==> config.mk <==
export PLATFORM = sky130hd
export DESIGN_NAME = mem_wb_writeback
export DESIGN_NICKNAME = d
export VERILOG_FILES = /design/src/rtl/mem_wb_writeback.sv
export SDC_FILE = /design/constraint.sdc
export NUM_CORES = 1
export LEC_CHECK = 0
export BUFFER_PORTS_ARGS = -buffer_cell sky130_fd_sc_hd__buf_2
export CAP_MARGIN = 30
export CORE_ASPECT_RATIO = 1.5
export CORE_MARGIN = 10
export CORE_UTILIZATION = 45
export DETAILED_ROUTE_END_ITERATION = 10
export GPL_TIMING_DRIVEN = 0
export PLACE_DENSITY = 0.75
export SETUP_SLACK_MARGIN = 0.3
export SYNTH_ARGS = -nofsm -noshare
export SYNTH_HDL_FRONTEND = slang
export SYNTH_SLANG_ARGS = --single-unit
==> constraint.sdc <==
create_clock -name Clk -period 5 [get_ports Clk]
set_input_delay 0.5 -clock Clk [delete_from_list [all_inputs] [get_ports Clk]]
set_output_delay 0.5 -clock Clk [all_outputs]
set_load 0.05 [all_outputs]
==> src/rtl/mem_wb_writeback.sv <==
`default_nettype none
// ============================================================================
// Module      : mem_wb_writeback
// Description : MEM/WB pipeline register with write-back select and load
//               alignment; drives the register-file write port.
// Revision    : 1.0 - initial release
// ============================================================================
module mem_wb_writeback #(
    parameter int DATA_W = 32,
    parameter int REG_AW = 5
) (
    input  logic              Clk,
    input  logic              Reset,
    input  logic              Stall,
    input  logic              Flush,
    input  logic              MemValid,
    input  logic              MemRegWrite,
    input  logic              MemtoReg,
    input  logic              Link,
    input  logic [REG_AW-1:0] MemWriteReg,
    input  logic [DATA_W-1:0] ALUResult,
    input  logic [DATA_W-1:0] MemReadData,
    input  logic [DATA_W-1:0] PCPlus4,
    input  logic [1:0]        LoadSize,
    input  logic              LoadSigned,
    output logic [REG_AW-1:0] WriteRegister,
    output logic [DATA_W-1:0] WriteData,
    output logic              RegWrite,
    output logic [31:0]       RetiredCount
);

    localparam logic [1:0]        c_size_half = 2'b01;
    localparam logic [1:0]        c_size_byte = 2'b10;
    localparam logic [DATA_W-1:0] c_link_ofs  = DATA_W'(4);

    logic [1:0]        w_off;
    logic [7:0]        w_byte;
    logic [15:0]       w_half;
    logic [DATA_W-1:0] w_load_data;
    logic [DATA_W-1:0] w_next_data;
    logic              w_write_en;

    logic [REG_AW-1:0] r_write_register;
    logic [DATA_W-1:0] r_write_data;
    logic              r_reg_write;
    logic [31:0]       r_retired_count;

    assign w_off = ALUResult[1:0];

    // Little-endian lane selection; half-word loads ignore off[0].
    always_comb begin
        w_byte = MemReadData[7:0];
        case (w_off)
            2'd0:    w_byte = MemReadData[7:0];
            2'd1:    w_byte = MemReadData[15:8];
            2'd2:    w_byte = MemReadData[23:16];
            default: w_byte = MemReadData[31:24];
        endcase
    end

    assign w_half = w_off[1] ? MemReadData[31:16] : MemReadData[15:0];

    always_comb begin
        w_load_data = MemReadData;
        case (LoadSize)
            c_size_half: w_load_data = {{(DATA_W-16){LoadSigned & w_half[15]}}, w_half};
            c_size_byte: w_load_data = {{(DATA_W-8){LoadSigned & w_byte[7]}}, w_byte};
            default:     w_load_data = MemReadData;
        endcase
    end

    always_comb begin
        w_next_data = ALUResult;
        if (Link) begin
            w_next_data = PCPlus4 + c_link_ofs;
        end else if (MemtoReg) begin
            w_next_data = w_load_data;
        end
    end

    // Register $0 is hard-wired to zero, so it is never written.
    assign w_write_en = MemValid & MemRegWrite & (MemWriteReg != '0);

    always_ff @(posedge Clk) begin
        if (Reset) begin
            r_reg_write      <= 1'b0;
            r_write_register <= '0;
            r_write_data     <= '0;
            r_retired_count  <= '0;
        end else if (Flush) begin
            r_reg_write      <= 1'b0;
            r_write_register <= '0;
            r_write_data     <= '0;
        end else if (!Stall) begin
            r_reg_write      <= w_write_en;
            r_write_register <= MemWriteReg;
            r_write_data     <= w_next_data;
            r_retired_count  <= r_retired_count + {31'd0, MemValid};
        end
    end

    assign RegWrite      = r_reg_write;
    assign WriteRegister = r_write_register;
    assign WriteData     = r_write_data;
    assign RetiredCount  = r_retired_count;

endmodule
`default_nettype wire

==> flow_summary.json <==
{
  "outcome": "completed",
  "area_growth_pct": 29.0,
  "hp-class": "input port to flip-flop",
  "pin_count": 182,
  "yosysSeqAreaShare_pct": 30.3,
  "leakage_nw": 2.50,
  "post_cts_buffers": 0,
  "coreArea_sq_mm": 0.0101,
  "track_usage_pct": 26.7,
  "tightest_slew_ns": 0.758,
  "clock-skew-final_ns": 0.00433,
  "min_from": "MemWriteReg[0]",
  "synthFlopType": "dfxtp_1",
  "fmax_ghz": 0.386,
  "syn_area_per_cell_sq_um": 7.84,
  "fin_total_pwr_w": 0.00157,
  "htreeDepth": 3,
  "layout.nets": 896,
  "cp-end-kind": "flip-flop",
  "vias_per_cell": 6.19,
  "diodes": 0,
  "antenna_found_initial": 0,
  "wl_per_cell_um": 22.3,
  "crit_start": "LoadSize[0]",
  "ir_worst_vdd_mv": 0.158,
  "dr_total_vias": 5575,
  "synth_edf_count": 0,
  "cellPowerDensity_mw_per_mm2": 263,
  "start_util_pct": 45.9,
  "rsz0062_at_grt": "false",
  "start_kind": "input port",
  "portBuffers": 178,
  "ant_nets": 0,
  "cts_root_buffer": "clkbuf_16",
  "synth.distinct_cells": 71,
  "async_reset_ff_share_pct": 0,
  "finish.instance_area_sq_mm": 0.00597,
  "layout-drive-gt1-share_pct": 28.2,
  "drt-initial-drc-count": 382,
  "n_fill_cell": 982,
  "tns_ns": 0,
  "hold_viol_final": 0,
  "placed_area_sq_mm": 0.00566,
  "regToRegStartpoint": "RetiredCount[0]",
  "synth_seq_cells": 70,
  "grt_start_max_net_pins": 12,
  "setup_violations": 0,
  "wl_um": 20100,
  "worstPathRequired_ns": 5.20,
  "yosys_warnings": 0,
  "die_area_sq_mm": 0.0148,
  "cts_tree": "built",
  "slew_violations": 0,
  "cts_hold_buf": 0,
  "relSlewSlack_pct": 49.1,
  "crit_fanout": 10,
  "min_period_ns": 2.59,
  "cts_num_sinks": 70,
  "crit_arrival_ns": 2.79,
  "cts_made_buffers": 9,
  "syn_area_sq_mm": 0.00462,
  "gp_congestion": 0.984,
  "drt-pass1-iter-count": 7,
  "drcViolationCount": 0,
  "cts_resized": 0,
  "instances_no_fill": 900,
  "die_w_um": 103,
  "path_class": "input port to flip-flop",
  "timing.hold.ws_ns": 0.417,
  "grt_pass1_vias": 5798,
  "dp.cells": 885,
  "grt_overflow_total": 0,
  "place_hpwl_um": 16400,
  "synthCells": 590,
  "cts_max_path_buffers": 2,
  "grt_pass1_wl_um": 30500,
  "clkTransAtPathRegs_ns": 0.06,
  "cap_violations": 0,
  "rows": 45,
  "final.period_utilization_pct": 51.8,
  "synth_nets": 707,
  "clkLatencyLatePin_ns": 0.33,
  "die_h_um": 144
}
==> cell families after synthesis <==
logic type,count (synthesis),share of synthesized area [%]
xor gates and xnor gates,49,9.28
AOI/OAI and AO/OA,142,21.1
buffers and inverters,49,5.30
DFF,70,30.3
adders and majority gates,5,1.35
and+or+nand+nor,259,28.7
muxes,16,3.90
==> through the flow <==
step | util, % | setup slack (ns)
floorplan | - | 2.91
global placement | 56.2 | 2.10
detailed placement | 56.2 | 2.12
CTS | 59.2 | 2.47
global route | 59.2 | 2.28
finish | 59.2 | 2.41
==> per-layer routing <==
| metal | part of all wire, % | global-route usage (%) |
|---|---|---|
| met2 | 51 | 47.7 |
| met3 | 8.8 | 6.21 |
| met1 | 35 | 27.5 |
| met5 | 0 | 0 |
| met4 | 5.7 | 15.4 |
==> state kept, by name (all words and copies together), names as in the netlist <==
register	flops
RetiredCount	32
WriteData	32
WriteRegister	5
RegWrite	1
==> area by class of cell <==
class,count,area [sq um],area share (%)
multi-input cells,471,2980,49.9
flip-flops and latches,70,1400,23.5
well taps,117,146,2.45
clock inverters,4,72.6,1.22
plain buffers,37,200,3.36
repair buffers,178,891,14.9
inverters,12,45.0,0.755
clock buffers,11,233,3.90
==> worst max-delay path, stage by stage <==
cell and delay [ns]:
buf_2 0.10, inv_1 0.04, ha_1 0.30, clkbuf_1 0.26
inv_1 0.13, clkbuf_1 0.38, o21ai_0 0.41, a221oi_1 0.52
o22ai_1 0.15
==> power breakdown <==
part           switching, W  total [W]  leakage, nW  internal (W)
registers        0.00000980   0.000582        0.568      0.000572
clock network      0.000235   0.000668        0.146      0.000433
logic              0.000211   0.000316         1.79      0.000105
==> layout by cell type (no fill, tap or decap), types with 9 or more instances in the layout <==
| master | count |
|---|---|
| nand3_1 | 35 |
| clkbuf_16 | 9 |
| o21ai_0 | 28 |
| inv_1 | 11 |
| dfxtp_1 | 70 |
| buf_2 | 180 |
| a21oi_1 | 35 |
| nor3_1 | 22 |
| nand4_1 | 11 |
| nor2_1 | 67 |
| xnor2_1 | 33 |
| nand2_1 | 51 |
| mux2i_1 | 9 |
| nor4_1 | 16 |
| xor2_1 | 16 |
| clkbuf_1 | 27 |
==> cell usage after synthesis, types with 9 or more instances <==
cell | n | area (sq um)
a21oi_1 | 35 | 175
nand4_1 | 11 | 68.8
nand2_1 | 51 | 191
nor3_1 | 22 | 110
xnor2_1 | 33 | 289
xor2_1 | 16 | 140
o21ai_0 | 28 | 140
clkbuf_1 | 25 | 93.8
inv_1 | 11 | 41.3
nor4_1 | 16 | 100
nand3_1 | 35 | 175
mux2i_1 | 9 | 90.1
nor2_1 | 67 | 251
dfxtp_1 | 70 | 1400
==> worst paths after layout <==
check,slack [ns],endpoint,depth (start not counted)
max,2.41,WriteData[5],9
min reg2reg,0.46,WriteData[19],2
max reg2reg,2.97,RetiredCount[26],7
min,0.42,WriteRegister[0],3
Power figures use the tool's default switching activity.
